**src/rtl/timreg_sync_pkg.sv**
```systemverilog
// Shared timebase definitions: bus width from core configuration and the
// Gray-code conversions used on both sides of the q_gray crossing.
package timreg_sync_pkg;

  localparam int unsigned CORE_XLEN = 64;
  localparam int unsigned CNT_W     = 64;

  function automatic logic [CNT_W-1:0] bin2gray(input logic [CNT_W-1:0] b);
    return b ^ (b >> 1);
  endfunction

  // Each binary bit is the XOR of all Gray bits at or above it.
  function automatic logic [CNT_W-1:0] gray2bin(input logic [CNT_W-1:0] g);
    logic [CNT_W-1:0] b;
    b[CNT_W-1] = g[CNT_W-1];
    for (int i = CNT_W - 2; i >= 0; i--) begin
      b[i] = b[i+1] ^ g[i];
    end
    return b;
  endfunction

endpackage

```
**src/rtl/timreg_sync_sync.sv**
```systemverilog
// Generic 1-bit 2-flop synchronizer, cleared asynchronously to 0.
// Latency: 2 clk edges from d to q.
module timreg_sync_sync (
  input  logic clk,
  input  logic rst_n,
  input  logic d,
  output logic q
);

  logic s1_q;
  logic s2_q;

  always_ff @(posedge clk or negedge rst_n) begin
    if (!rst_n) begin
      s1_q <= 1'b0;
      s2_q <= 1'b0;
    end else begin
      s1_q <= d;
      s2_q <= s1_q;
    end
  end

  assign q = s2_q;

endmodule

```
**src/rtl/timreg_sync.sv**
```systemverilog
// Free-running 64-bit machine-time counter in the timebase domain, written via a
// four-phase req/ack handshake; exports a registered Gray copy for the readers.
module timreg_sync
  import timreg_sync_pkg::*;
#(
  parameter int unsigned XLEN = CORE_XLEN
) (
  input  logic             clk,
  input  logic             resetn,
  input  logic             req,
  input  logic             we0,
  input  logic             we1,
  input  logic [XLEN-1:0]  wd,
  output logic             ack,
  output logic [CNT_W-1:0] q,
  output logic [CNT_W-1:0] q_gray
);

  logic             run;
  logic             ack_d_q;
  logic             wr_evt;
  logic             wr_en;
  logic [CNT_W-1:0] wr_val;
  logic [CNT_W-1:0] cnt_q;
  logic [CNT_W-1:0] cnt_d;
  logic [CNT_W-1:0] gray_q;

  // Async-assert / sync-deassert: run rises two edges after resetn releases.
  timreg_sync_sync u_rst_sync (
    .clk   (clk),
    .rst_n (resetn),
    .d     (1'b1),
    .q     (run)
  );

  timreg_sync_sync u_req_sync (
    .clk   (clk),
    .rst_n (resetn),
    .d     (req),
    .q     (ack)
  );

  // One write per handshake no matter how long req stays high.
  assign wr_evt = ack & ~ack_d_q;

  if (XLEN == 64) begin : g_x64
    logic unused_we1;
    assign unused_we1 = we1;
    assign wr_en      = we0;
    assign wr_val     = CNT_W'(wd);
  end else if (XLEN == 32) begin : g_x32
    assign wr_en  = we0 | we1;
    assign wr_val = we0 ? {cnt_q[63:32], wd[31:0]} : {wd[31:0], cnt_q[31:0]};
  end else begin : g_bad
    $error("timreg_sync: XLEN must be 32 or 64");
  end

  always_comb begin
    cnt_d = cnt_q + 64'd1;
    if (wr_evt && wr_en) begin
      cnt_d = wr_val;
    end
  end

  always_ff @(posedge clk or negedge resetn) begin
    if (!resetn) begin
      cnt_q   <= '0;
      gray_q  <= '0;
      ack_d_q <= 1'b0;
    end else begin
      ack_d_q <= ack;
      gray_q  <= bin2gray(cnt_q);
      if (run) begin
        cnt_q <= cnt_d;
      end
    end
  end

  assign q      = cnt_q;
  assign q_gray = gray_q;

endmodule

```
**config.mk**
```make
export PLATFORM = sky130hd
export DESIGN_NAME = timreg_sync
export DESIGN_NICKNAME = d
export VERILOG_FILES = /design/src/rtl/timreg_sync_pkg.sv /design/src/rtl/timreg_sync_sync.sv /design/src/rtl/timreg_sync.sv
export SDC_FILE = /design/constraint.sdc
export NUM_CORES = 1
export LEC_CHECK = 0
export CAP_MARGIN = 20
export CORE_AREA = 2 2 128 130
export CTS_CLUSTER_DIAMETER = 60
export DETAILED_ROUTE_END_ITERATION = 16
export DIE_AREA = 0 0 130 132
export GPL_TIMING_DRIVEN = 0
export PLACE_DENSITY_LB_ADDON = 0.15
export SYNTH_ARGS = -nofsm -noshare
export SYNTH_HDL_FRONTEND = slang
export SYNTH_SLANG_ARGS = --single-unit
```
**constraint.sdc**
```tcl
create_clock -name clk -period 1.8 [get_ports clk]
set_input_delay 0.27 -clock clk [delete_from_list [all_inputs] [get_ports clk]]
set_output_delay 0.27 -clock clk [all_outputs]
set_load 0.02 [all_outputs]
```
==> results of run 1 <==
==> worst max path at each step <==
stage,start,to,slack [ns],depth (start not counted)
global route,q[23],q[57],-0.19,7
floorplan,q[0],q[58],-0.05,8
finish,q[23],q[57],-0.13,7
detailed placement,we0,q[48],-0.89,6
global placement,resetn,q[22],-5.51,1
CTS,q[22],q[58],-0.07,7
==> layout by cell type (no fill, tap or decap), types with 17 or more instances in the layout <==
cell type / count
clkdlybuf4s50_1: 166
a21oi_1: 64
dlymetal6s2s_1: 17
ha_1: 22
ha_4: 30
dfrtp_1: 79
o22ai_1: 18
buf_4: 84
and3_1: 20
nand4_1: 25
dfrtp_2: 54
nor2_1: 21
clkbuf_2: 20
nand2_1: 49
nand3_1: 38
o21ai_0: 28
clkbuf_16: 17
==> state kept, by name (all words and copies together), names as in the netlist <==
register,count
q,64
q_gray,64
ack_d_q,1
u_req_sync.q,1
u_req_sync.s1_q,1
u_rst_sync.q,1
u_rst_sync.s1_q,1
==> cells in the mapped netlist (all sizes together) (3+ instances only) <==
| cell | number |
|---|---|
| nand3 | 45 |
| a31o | 4 |
| a31oi | 4 |
| and2 | 4 |
| a2bb2oi | 12 |
| and4 | 11 |
| o21ai | 35 |
| ha | 62 |
| or3 | 7 |
| and3 | 31 |
| inv | 10 |
| or4 | 3 |
| nor2 | 24 |
| a21o | 5 |
| dfrtp | 133 |
| a22oi | 4 |
| a21oi | 73 |
| o22ai | 25 |
| nand4 | 25 |
| o211ai | 9 |
| buf | 7 |
| mux2i | 3 |
| clkbuf | 35 |
| nor3 | 16 |
| nand2 | 51 |
| a41o | 3 |
==> cell families (layout without fill, tap and decap cells) <==
| logic type | count (synthesis) | in the layout | share of synthesized area |
|---|---|---|---|
| XOR/XNOR | 1 | 1 | 0.00132 |
| AND/OR/NAND/NOR | 223 | 224 | 0.178 |
| other | 1 | 1 | 0.000563 |
| flip-flops | 133 | 133 | 0.500 |
| adder cells (fa/ha/maj) | 62 | 62 | 0.116 |
| AO/OA/AOI/OAI | 184 | 184 | 0.167 |
| buffers and inverters | 52 | 366 | 0.0312 |
| multiplexers | 4 | 4 | 0.00620 |
==> worst reg2reg max path, cell delays in order, from the launching register on <==
cell and delay (ns):
dfrtp_2 0.41, buf_4 0.14, ha_4 0.14, and4_4 0.24, and4_4 0.26, nand3_4 0.09
or4_1 0.48, nand3_1 0.10
==> routing by layer <==
layer  vias up  GRT usage  wire length, µm
li1       3086          -                -
met1      3480      0.392            10700
met2       460      0.512            13400
met3       100     0.0816             2480
met4         0      0.130             1050
met5         -          0                0
==> power by group through the flow <==
stage	sequential [mW]	combinational, mW	clock (mW)
2_1_floorplan	5.34	1.08	0
4_1_cts	4.46	4.94	3.77
6_report	4.49	5.21	3.76
3_3_place_gp	4.49	4.28	0
3_5_place_dp	4.50	4.34	0
5_1_grt	4.57	5.54	3.93
==> metrics by stage <==
stage	utilization	total power, mW	cells	hold slack [ns]	area [µm²]
final	0.714	13.5	1191	0.286	11200
after CTS	0.679	13.2	1166	0.282	10700
after detailed placement	0.582	8.84	1073	0.306	9150
after global routing	0.714	14.0	1191	0.276	11200
after global placement	0.580	8.76	1072	0.333	9120
after floorplan	-	6.42	660	-0.0256	6890
==> what timing repair did <==
action | CTS | global route
endpoints found under the hold margin | 62 | 0
gates cloned | 2 | 0
setup buffers | 62 | 26
setup endpoints to repair | 74 | 78
gates resized for setup | 129 | 99
hold buffers | 1 | 0
pin swaps | 24 | 48
==> cell type report <==
cell class | count | area share
clock inverter | 15 | 0.0183
timing repair buffer | 287 | 0.244
tap | 216 | 0.0241
multi-input combinational | 476 | 0.349
buffer | 37 | 0.0212
clock buffer | 17 | 0.0379
inverter | 10 | 0.00334
sequential | 133 | 0.303
==> impl_metrics.csv, run 1 <==
group,metric,value,unit
min_path,hold_path_class,"in -> reg",
min_path,hold_path_depth,1,
routing,vias,7126,
pwr,p_comb_frac,0.387,
pwr,seqPwrFrac,0.333,
synth,synth.distinct_cells,45,
clocking,tritoncts,"done",
pwr,clkPwrFrac,0.280,
synth,syn-num-nets,791,
place,hpwlAfterDp,18100,µm
critical_path,worst_path_largest_cell_delay,0.48,ns
critical_path,r2r_end,"q[57]",
timing,slew_viol_final,0,
timing,finalSetupViolations,23,
floorplanning,placementRows,46,
routing,avgViaCountPerCell,5.98,
finish,num-nets-final,1093,
synth,synth.area.top_cells,"dfrtp_1 50%, ha_1 12%, a21oi_1 5.5%",
critical_path,cp_cell_sequence,"buf_4 > ha_4 > and4_4 > and4_4 > nand3_4 > or4_1 > nand3_1",
floorplanning,ioPinCount,198,
synth,synth_largest_area_cell,"dfrtp_1",
pwr,p_per_area,1200,nW/µm²
critical_path,crit_slowest_cell,"or4_1",
timing,min_period,1.93,ns
critical_path,cp.arrival,2.28,ns
timing,max_clock_freq,519,MHz
finish,nFillCells,1141,
pwr,p_leak,4.77,nW
min_path,min_to,"u_req_sync.s1_q",
place,gp_congestion,0.917,
place,port-buffer-count,196,
outcome,outcome,"complete, but fails checks",
critical_path,cp_top_family,"simple AND/OR/NAND/NOR gates",
job,maxCapViolations,0,
critical_path,worstPathMaxFanout,4,
critical_path,cp_num_buf_inv,1,
timing,fin_crit_sh,1.07,
clocking,worstSkewPairLatency,0.43,ns
pwr,switchingPower,4.68,mW
synth,yosysTopAreaCellShare,0.500,
floorplanning,die_h,132,µm
global_route,grt_max_degree,72,
routing,wire_per_inst,23.1,µm
critical_path,setup.worst_path.start_class,"flip-flop",
synth,synthArstFlopShare,1.00,
global_route,first_global_vias,7110,
clocking,cts_buffer_depth,2,
routing,antenna_left,0,
timing,rsz0062_at_grt,"yes",
global_route,antenna_found_initial,0,
finish,multi_input_area,3920,µm²
global_route,grt_pass1_wl,40600,µm
floorplanning,die_w,130,µm
timing,worstMarginPinSlew,0.637,ns
min_path,min_from,"req",
timing,fin_setup_tns,-1.45,ns
synth,synth-seq-cells,133,
critical_path,rr_worst_depth,7,
routing,route.detailed.drc,0,
critical_path,rrSetupSlack,-0.13,ns
pwr,swShare,0.348,
finish,ff_latch_area,3400,µm²
place,post-place-ws,-0.887,ns
synth,synth_area,6660,µm²
routing,first_pass_iters,5,
finish,drive_gt1_frac,0.334,
critical_path,cp_data_required_time,2.15,ns
global_route,grt-ovfl-total,0,
timing,maxSlewHeadroom,0.575,
critical_path,end_kind,"flip-flop",
synth,synth_warnings,0,
synth,synth-edff-count,0,
routing,first_iter_violations,767,
clocking,cts_max_level,4,
synth,synth-main-ff-cell,"dfrtp_1",
critical_path,worstSetupPathType,"reg -> reg",
synth,ys_seq_area_frac,0.500,
global_route,grt_usage,0.313,
floorplanning,dieArea,17200,µm²
synth,postSynthAreaPerCell,10.1,µm²
clocking,numCtsBuffers,17,
pwr,p_int,8.78,mW
floorplanning,initial_core_util,0.424,
outcome,violations,"setup timing",
clocking,clockRootBuffer,"clkbuf_16",
critical_path,crit_path_frequent_cell,"and4_4",
clocking,cts.sinks,133,
synth,netlist_instances,660,
clocking,clkTransAtPathRegs,0.06,ns
timing,worst_slack,-0.126,ns
timing,finalHoldViolations,0,
routing,wirelength,27600,µm
finish,diodes,0,
timing,skew,0.0111,ns
pwr,vdd_drop_max,0.000750,V
finish,synthToLayoutAreaGrowth,68.5,%
floorplanning,core,15700,µm²
critical_path,rr_startpoint,"q[23]",
Power figures use the tool's default switching activity.
==> run 2, diff against run 1 <==
--- a/config.mk
+++ b/config.mk
@@ -11,6 +11,7 @@
 export DETAILED_ROUTE_END_ITERATION = 16
 export DIE_AREA = 0 0 130 132
 export GPL_TIMING_DRIVEN = 0
+export HOLD_SLACK_MARGIN = 0.03
 export PLACE_DENSITY_LB_ADDON = 0.15
 export SYNTH_ARGS = -nofsm -noshare
 export SYNTH_HDL_FRONTEND = slang
==> results of run 2 <==
Final layout, timing and power as in run 1 (identical DEF).
